--- config.mk ---
export PLATFORM = sky130hd
export DESIGN_NAME = lock_fsm
export DESIGN_NICKNAME = d
export VERILOG_FILES = /design/src/rtl/lock_fsm.sv
export SDC_FILE = /design/constraint.sdc
export NUM_CORES = 1
export LEC_CHECK = 0
export BUFFER_PORTS_ARGS = -buffer_cell sky130_fd_sc_hd__buf_2
export CAP_MARGIN = 20
export CORE_UTILIZATION = 54
export DETAILED_ROUTE_END_ITERATION = 10
export MAX_ROUTING_LAYER = met4
export PLACE_DENSITY = 0.77
export RECOVER_POWER = 25
export SYNTH_ARGS = -nofsm -noshare
export SYNTH_HDL_FRONTEND = slang
export SYNTH_SLANG_ARGS = --single-unit
--- constraint.sdc ---
create_clock -name clk -period 4.95 [get_ports clk]
set_input_delay 0.7425 -clock clk [delete_from_list [all_inputs] [get_ports clk]]
set_output_delay 0.7425 -clock clk [all_outputs]
set_load 0.02 [all_outputs]
--- src/rtl/lock_fsm.sv ---
`default_nettype none
// ============================================================================
// Module   : lock_fsm
// Purpose  : Six-digit combination-lock controller feeding the HEX decoder.
//            One BCD digit is accepted per rising edge of 'enter' and compared
//            against COMBO. The 4-bit state code and last digit go to the decoder.
// Encoding : Sa..Sf = 0..5, Sg (OPEN) = 6, DCa..DCe = 7..11, DCf (CLOSED) = 12,
//            codes 13..15 unused and recover to Sa.
// Config   : define AUTO_RELOCK_EN to return from Sg to Sa after RELOCK_CYCLES.
// Revision : 1.0 - initial release
// ============================================================================
module lock_fsm #(
  parameter logic [23:0] COMBO = 24'h135792
`ifdef AUTO_RELOCK_EN
  ,
  parameter int unsigned RELOCK_CYCLES = 50_000_000
`endif
) (
  input  logic       clk,
  input  logic       reset,
  input  logic       enter,
  input  logic [3:0] digit,
  output logic [3:0] state,
  output logic [3:0] digit_q,
  output logic       is_open,
  output logic       closed
);

  typedef enum logic [3:0] {
    SA  = 4'h0, SB  = 4'h1, SC  = 4'h2, SD  = 4'h3, SE  = 4'h4, SF = 4'h5,
    SG  = 4'h6,
    DCA = 4'h7, DCB = 4'h8, DCC = 4'h9, DCD = 4'hA, DCE = 4'hB, DCF = 4'hC
  } state_t;

  logic [3:0] r_state;
  logic [3:0] r_digit_q;
  logic       r_is_open;
  logic       r_closed;
  logic       r_e1;
  logic       r_e2;
  logic       r_e3;
  logic [2:0] r_arm;

  logic [3:0] w_next;
  logic [3:0] w_digit_next;
  logic [3:0] w_exp;
  logic       w_match;
  logic       w_press;
  logic       w_relock;

  // Synchronise 'enter', register it once more for edge detection, and hold
  // off presses until the pipeline has been refilled after reset so that a
  // level held through reset is not mistaken for a new press.
  always_ff @(posedge clk or posedge reset) begin
    if (reset) begin
      r_e1  <= 1'b0;
      r_e2  <= 1'b0;
      r_e3  <= 1'b0;
      r_arm <= 3'b000;
    end else begin
      r_e1  <= enter;
      r_e2  <= r_e1;
      r_e3  <= r_e2;
      r_arm <= {r_arm[1:0], 1'b1};
    end
  end

  assign w_press = r_e2 & ~r_e3 & r_arm[2];

`ifdef AUTO_RELOCK_EN
  localparam logic [25:0] c_relock_max = 26'(RELOCK_CYCLES - 1);

  logic [25:0] r_relock_cnt;

  // Dwell counter: held at zero outside Sg, so it starts from zero on entry.
  always_ff @(posedge clk or posedge reset) begin
    if (reset) begin
      r_relock_cnt <= 26'd0;
    end else if (r_state != SG) begin
      r_relock_cnt <= 26'd0;
    end else begin
      r_relock_cnt <= r_relock_cnt + 26'd1;
    end
  end

  assign w_relock = (r_state == SG) && (r_relock_cnt == c_relock_max);
`else
  assign w_relock = 1'b0;
`endif

  // Combination nibble expected at the current correct-path position.
  always_comb begin
    w_exp = COMBO[23:20];
    case (r_state)
      SA:      w_exp = COMBO[23:20];
      SB:      w_exp = COMBO[19:16];
      SC:      w_exp = COMBO[15:12];
      SD:      w_exp = COMBO[11:8];
      SE:      w_exp = COMBO[7:4];
      SF:      w_exp = COMBO[3:0];
      default: w_exp = COMBO[23:20];
    endcase
  end

  // An illegal digit never matches, even if COMBO itself holds one.
  assign w_match = (digit <= 4'd9) && (digit == w_exp);

  // Next-state and next-digit logic.
  always_comb begin
    w_next       = r_state;
    w_digit_next = r_digit_q;
    case (r_state)
      SA, SB, SC, SD, SE, SF: begin
        if (w_press) begin
          w_digit_next = digit;
          // Correct path advances by one; a miss jumps to the DC state that
          // has the same number of accepted digits (offset 7 in the encoding).
          w_next = w_match ? (r_state + 4'd1) : (r_state + 4'd7);
        end
      end
      DCA, DCB, DCC, DCD, DCE: begin
        if (w_press) begin
          w_digit_next = digit;
          w_next       = r_state + 4'd1;
        end
      end
      SG: begin
        if (w_relock) begin
          w_next       = SA;
          w_digit_next = 4'h0;
        end
      end
      DCF: begin
        w_next = DCF;
      end
      default: begin
        w_next = SA;
      end
    endcase
  end

  // State, digit and flag registers; flags decode the next state so they
  // change on the same edge as 'state'.
  always_ff @(posedge clk or posedge reset) begin
    if (reset) begin
      r_state   <= SA;
      r_digit_q <= 4'h0;
      r_is_open <= 1'b0;
      r_closed  <= 1'b0;
    end else begin
      r_state   <= w_next;
      r_digit_q <= w_digit_next;
      r_is_open <= (w_next == SG);
      r_closed  <= (w_next == DCF);
    end
  end

  assign state   = r_state;
  assign digit_q = r_digit_q;
  assign is_open = r_is_open;
  assign closed  = r_closed;

endmodule
`default_nettype wire
==> metrics.csv <==
stage,metric,value,unit
outcome,status,"complete, no violations",
route,via_count,810,
yosys,ys_types,42,
route,route.detailed.drc,0,
clocking,post_cts_buffers,0,
yosys,ys.flop_type,dfrtp_1,
clocking,cts-root-buf,clkbuf_4,
power,internal-power,0.186,mW
worst_setup_path,regToRegEndpoint,is_open$_DFF_PP0_,
yosys,syn_nets,106,
die,ios,17,
worst_hold_path,hold_class,reg2reg,
worst_setup_path,worstPathRequired,5.17,ns
worst_setup_path,endpoint_kind,flop,
worst_setup_path,r2r_cells,8,
global_routing,antenna_found_initial,0,
power,p_clk_share,35.4,%
worst_setup_path,critical_path.top_delay_family,simple AND/OR/NAND/NOR gates,
layout,area_growth,11.8,%
placement,placed_cells,131,
yosys,synth_seq_cells,16,
yosys,yosys_warnings,0,
layout,fin_nets,123,
global_routing,grtUsageMet1,32.7,%
placement,routabilityCongestion,0.889,
worst_hold_path,hold-path-endpoint,r_e2$_DFF_PP0_,
route,drt_first_iter_violations,23,
worst_setup_path,rrSetupSlack,2.44,ns
power,peakVddDrop,0.000175,V
route,wl_per_cell,14.7,µm
die,rows,15,
global_routing,grt_pass1_wl,3290,µm
worst_setup_path,cp_max_fo,8,
worst_setup_path,crit-reg2reg-launch,state[0]$_DFF_PP0_,
clocking,clk_pin_slew,0.09,ns
timing,tns,0,ns
global_routing,grt_max_degree,17,
clocking,clk_path_buf_depth,2,
yosys,synth-edff-count,0,
yosys,yosysSeqAreaShare,39.8,%
power,comb_power_share,6.9,%
placement,port-buffer-count,16,
global_routing,grtUsageMet2,33.3,%
layout,antenna_cells,0,
power,p_per_area,210,mW/mm²
timing,rsz0062_at_grt,no,
die,die_w,45.2,µm
route,postRouteWirelength,1990,µm
yosys,syn-cell-area,0.00101,mm²
route,via_per_inst,6.00,
worst_setup_path,start_kind,flop,
clocking,cts_hold_buffers,0,
die,dieHeight,45.2,µm
worst_setup_path,crit_type,reg2reg,
route,drtAntennaViolNets,0,
power,p_total,0.236,mW
timing,fmax,398,MHz
yosys,syn_inst,94,
clocking,tritoncts,done,
global_routing,grt_pass1_vias,722,
clocking,cts_max_level,1,
global_routing,grt_usage,23.0,%
worst_hold_path,worstHoldPathCells,0,
power,p_sw_share,21.5,%
timing,clock_skew,0.00392,ns
yosys,syn_area_per_cell,10.7,µm²
layout,drive_above_1_share,30.0,%
die,initial_core_util,57.7,%
timing,report.final.slew_viol_count,0,
global_routing,busiest_layer,met2,
die,core,0.00175,mm²
global_routing,use_met3,4.40,%
power,leakagePower,0.483,nW
power,p_switching,0.0508,mW
timing,worstMarginPinSlew,0.631,ns
worst_setup_path,max_stage_delay,0.56,ns
global_routing,grt_overflow,0,
job,max-cap-violations,0,
clocking,post_cts_resized,0,
worst_setup_path,cp_data_arrival_time,2.74,ns
clocking,cts.sinks,16,
power,p_seq_share,57.6,%
clocking,numCtsBuffers,3,
yosys,synthArstFlopShare,100,%
timing,setup_viol,0,
route,first_pass_iters,4,
timing,final.min_clock_period,2.51,ns
timing,relSlewSlack,57.8,%
layout,stdcell_count,135,
timing,finalCritPeriodShare,50.8,%
placement,pre_cts_ws,2.46,ns
worst_setup_path,crit_chain,"inv_1, ha_1, or4_4, a22o_4, o21ai_0, a31oi_1, a211o_1, and4bb_1",
timing,setup_slack,2.44,ns
worst_setup_path,crit_slowest_cell,or4_4,
clocking,clk_latency,0.28,ns
worst_hold_path,min_from,r_e1$_DFF_PP0_,
timing,hold_violations,0,
placement,dp_hpwl,1520,µm
worst_setup_path,crit_buf_inv,1,
die,die_area,0.00204,mm²
logic make-up (layout without fill, tap and decap cells):
logic type	after synthesis	in the layout	share of synthesized area, %
muxes	4	4	4.47
DFF	16	16	39.8
xor gates and xnor gates	3	3	2.61
adders and majority gates	5	5	6.21
buffers and inverters	8	24	4.35
AOI/OAI and AO/OA	29	29	23.7
other	1	1	0.372
and+or+nand+nor	28	28	18.5
synthesized netlist by cell type (3+ instances only):
cell type | count | area, µm²
a21o_1 | 3 | 22.5
nand2_1 | 3 | 11.3
nor2_1 | 6 | 22.5
o21ai_0 | 7 | 35.0
dfrtp_1 | 16 | 400
mux2_2 | 4 | 45.0
ha_1 | 5 | 62.6
inv_1 | 4 | 15.0
nor3_1 | 3 | 15.0
xor2_1 | 3 | 26.3
a21oi_1 | 3 | 15.0
through the flow:
step	hold WS, ns	utilization [%]	instance area [µm²]
2_1_floorplan	0.331	-	1010
3_3_place_gp	0.335	62.4	1090
3_5_place_dp	0.336	62.4	1090
4_1_cts	0.356	64.5	1130
5_1_grt	0.353	64.5	1130
6_report	0.354	64.5	1130
how the worst max path moves through the flow:
stage / from / to / depth (start not counted)
global route: state[0]$_DFF_PP0_ / closed$_DFF_PP0_ / 8
global placement: state[0]$_DFF_PP0_ / is_open$_DFF_PP0_ / 8
finish: state[0]$_DFF_PP0_ / is_open$_DFF_PP0_ / 8
detailed placement: state[0]$_DFF_PP0_ / is_open$_DFF_PP0_ / 8
CTS: state[0]$_DFF_PP0_ / is_open$_DFF_PP0_ / 8
floorplan: state[0]$_DFF_PP0_ / is_open$_DFF_PP0_ / 8
power groups by stage:
stage               Combinational [mW]  Sequential, mW  Clock [mW]
finish                          0.0164           0.136      0.0838
global route                    0.0180           0.137      0.0911
CTS                             0.0165           0.136      0.0863
detailed placement              0.0165           0.139           0
global placement                0.0161           0.139           0
floorplan                      0.00784           0.141           0
state kept, by name, indices dropped and copies added, names as in the netlist:
signal / cells
closed: 1
r_e3: 1
r_e1: 1
r_e2: 1
is_open: 1
digit_q: 4
r_arm: 3
state: 4
layout make-up:
class,instances,area (µm²)
fillers,159,619
multi-input cells,70,563
flip-flops and latches,16,400
repair buffers,16,80.1
clock buffers,4,36.3
well taps,25,31.3
inverters,4,15.0
placed cells by master, fill, tap and decap left out, types with 2 or more instances in the layout:
cell type  netlist  final
dfrtp_1         16     16
buf_2            2     16
o21ai_0          7      7
nor2_1           6      6
ha_1             5      5
mux2_2           4      4
inv_1            4      4
nor3_1           3      3
nand2_1          3      3
xor2_1           3      3
a21o_1           3      3
a21oi_1          3      3
clkbuf_4         1      3
nand3b_1         2      2
nor2b_1          2      2
nand4b_1         2      2
a31oi_1          2      2
and4bb_1         2      2
metal layers:
layer	routed length (µm)	vias to the layer above	part of all wire [%]
met4	36	0	1.8
met1	934	400	47
met5	0	-	0
met2	927	24	47
met3	89	4	4.5
li1	-	382	-
No activity file was read; power rests on OpenSTA's default activity.
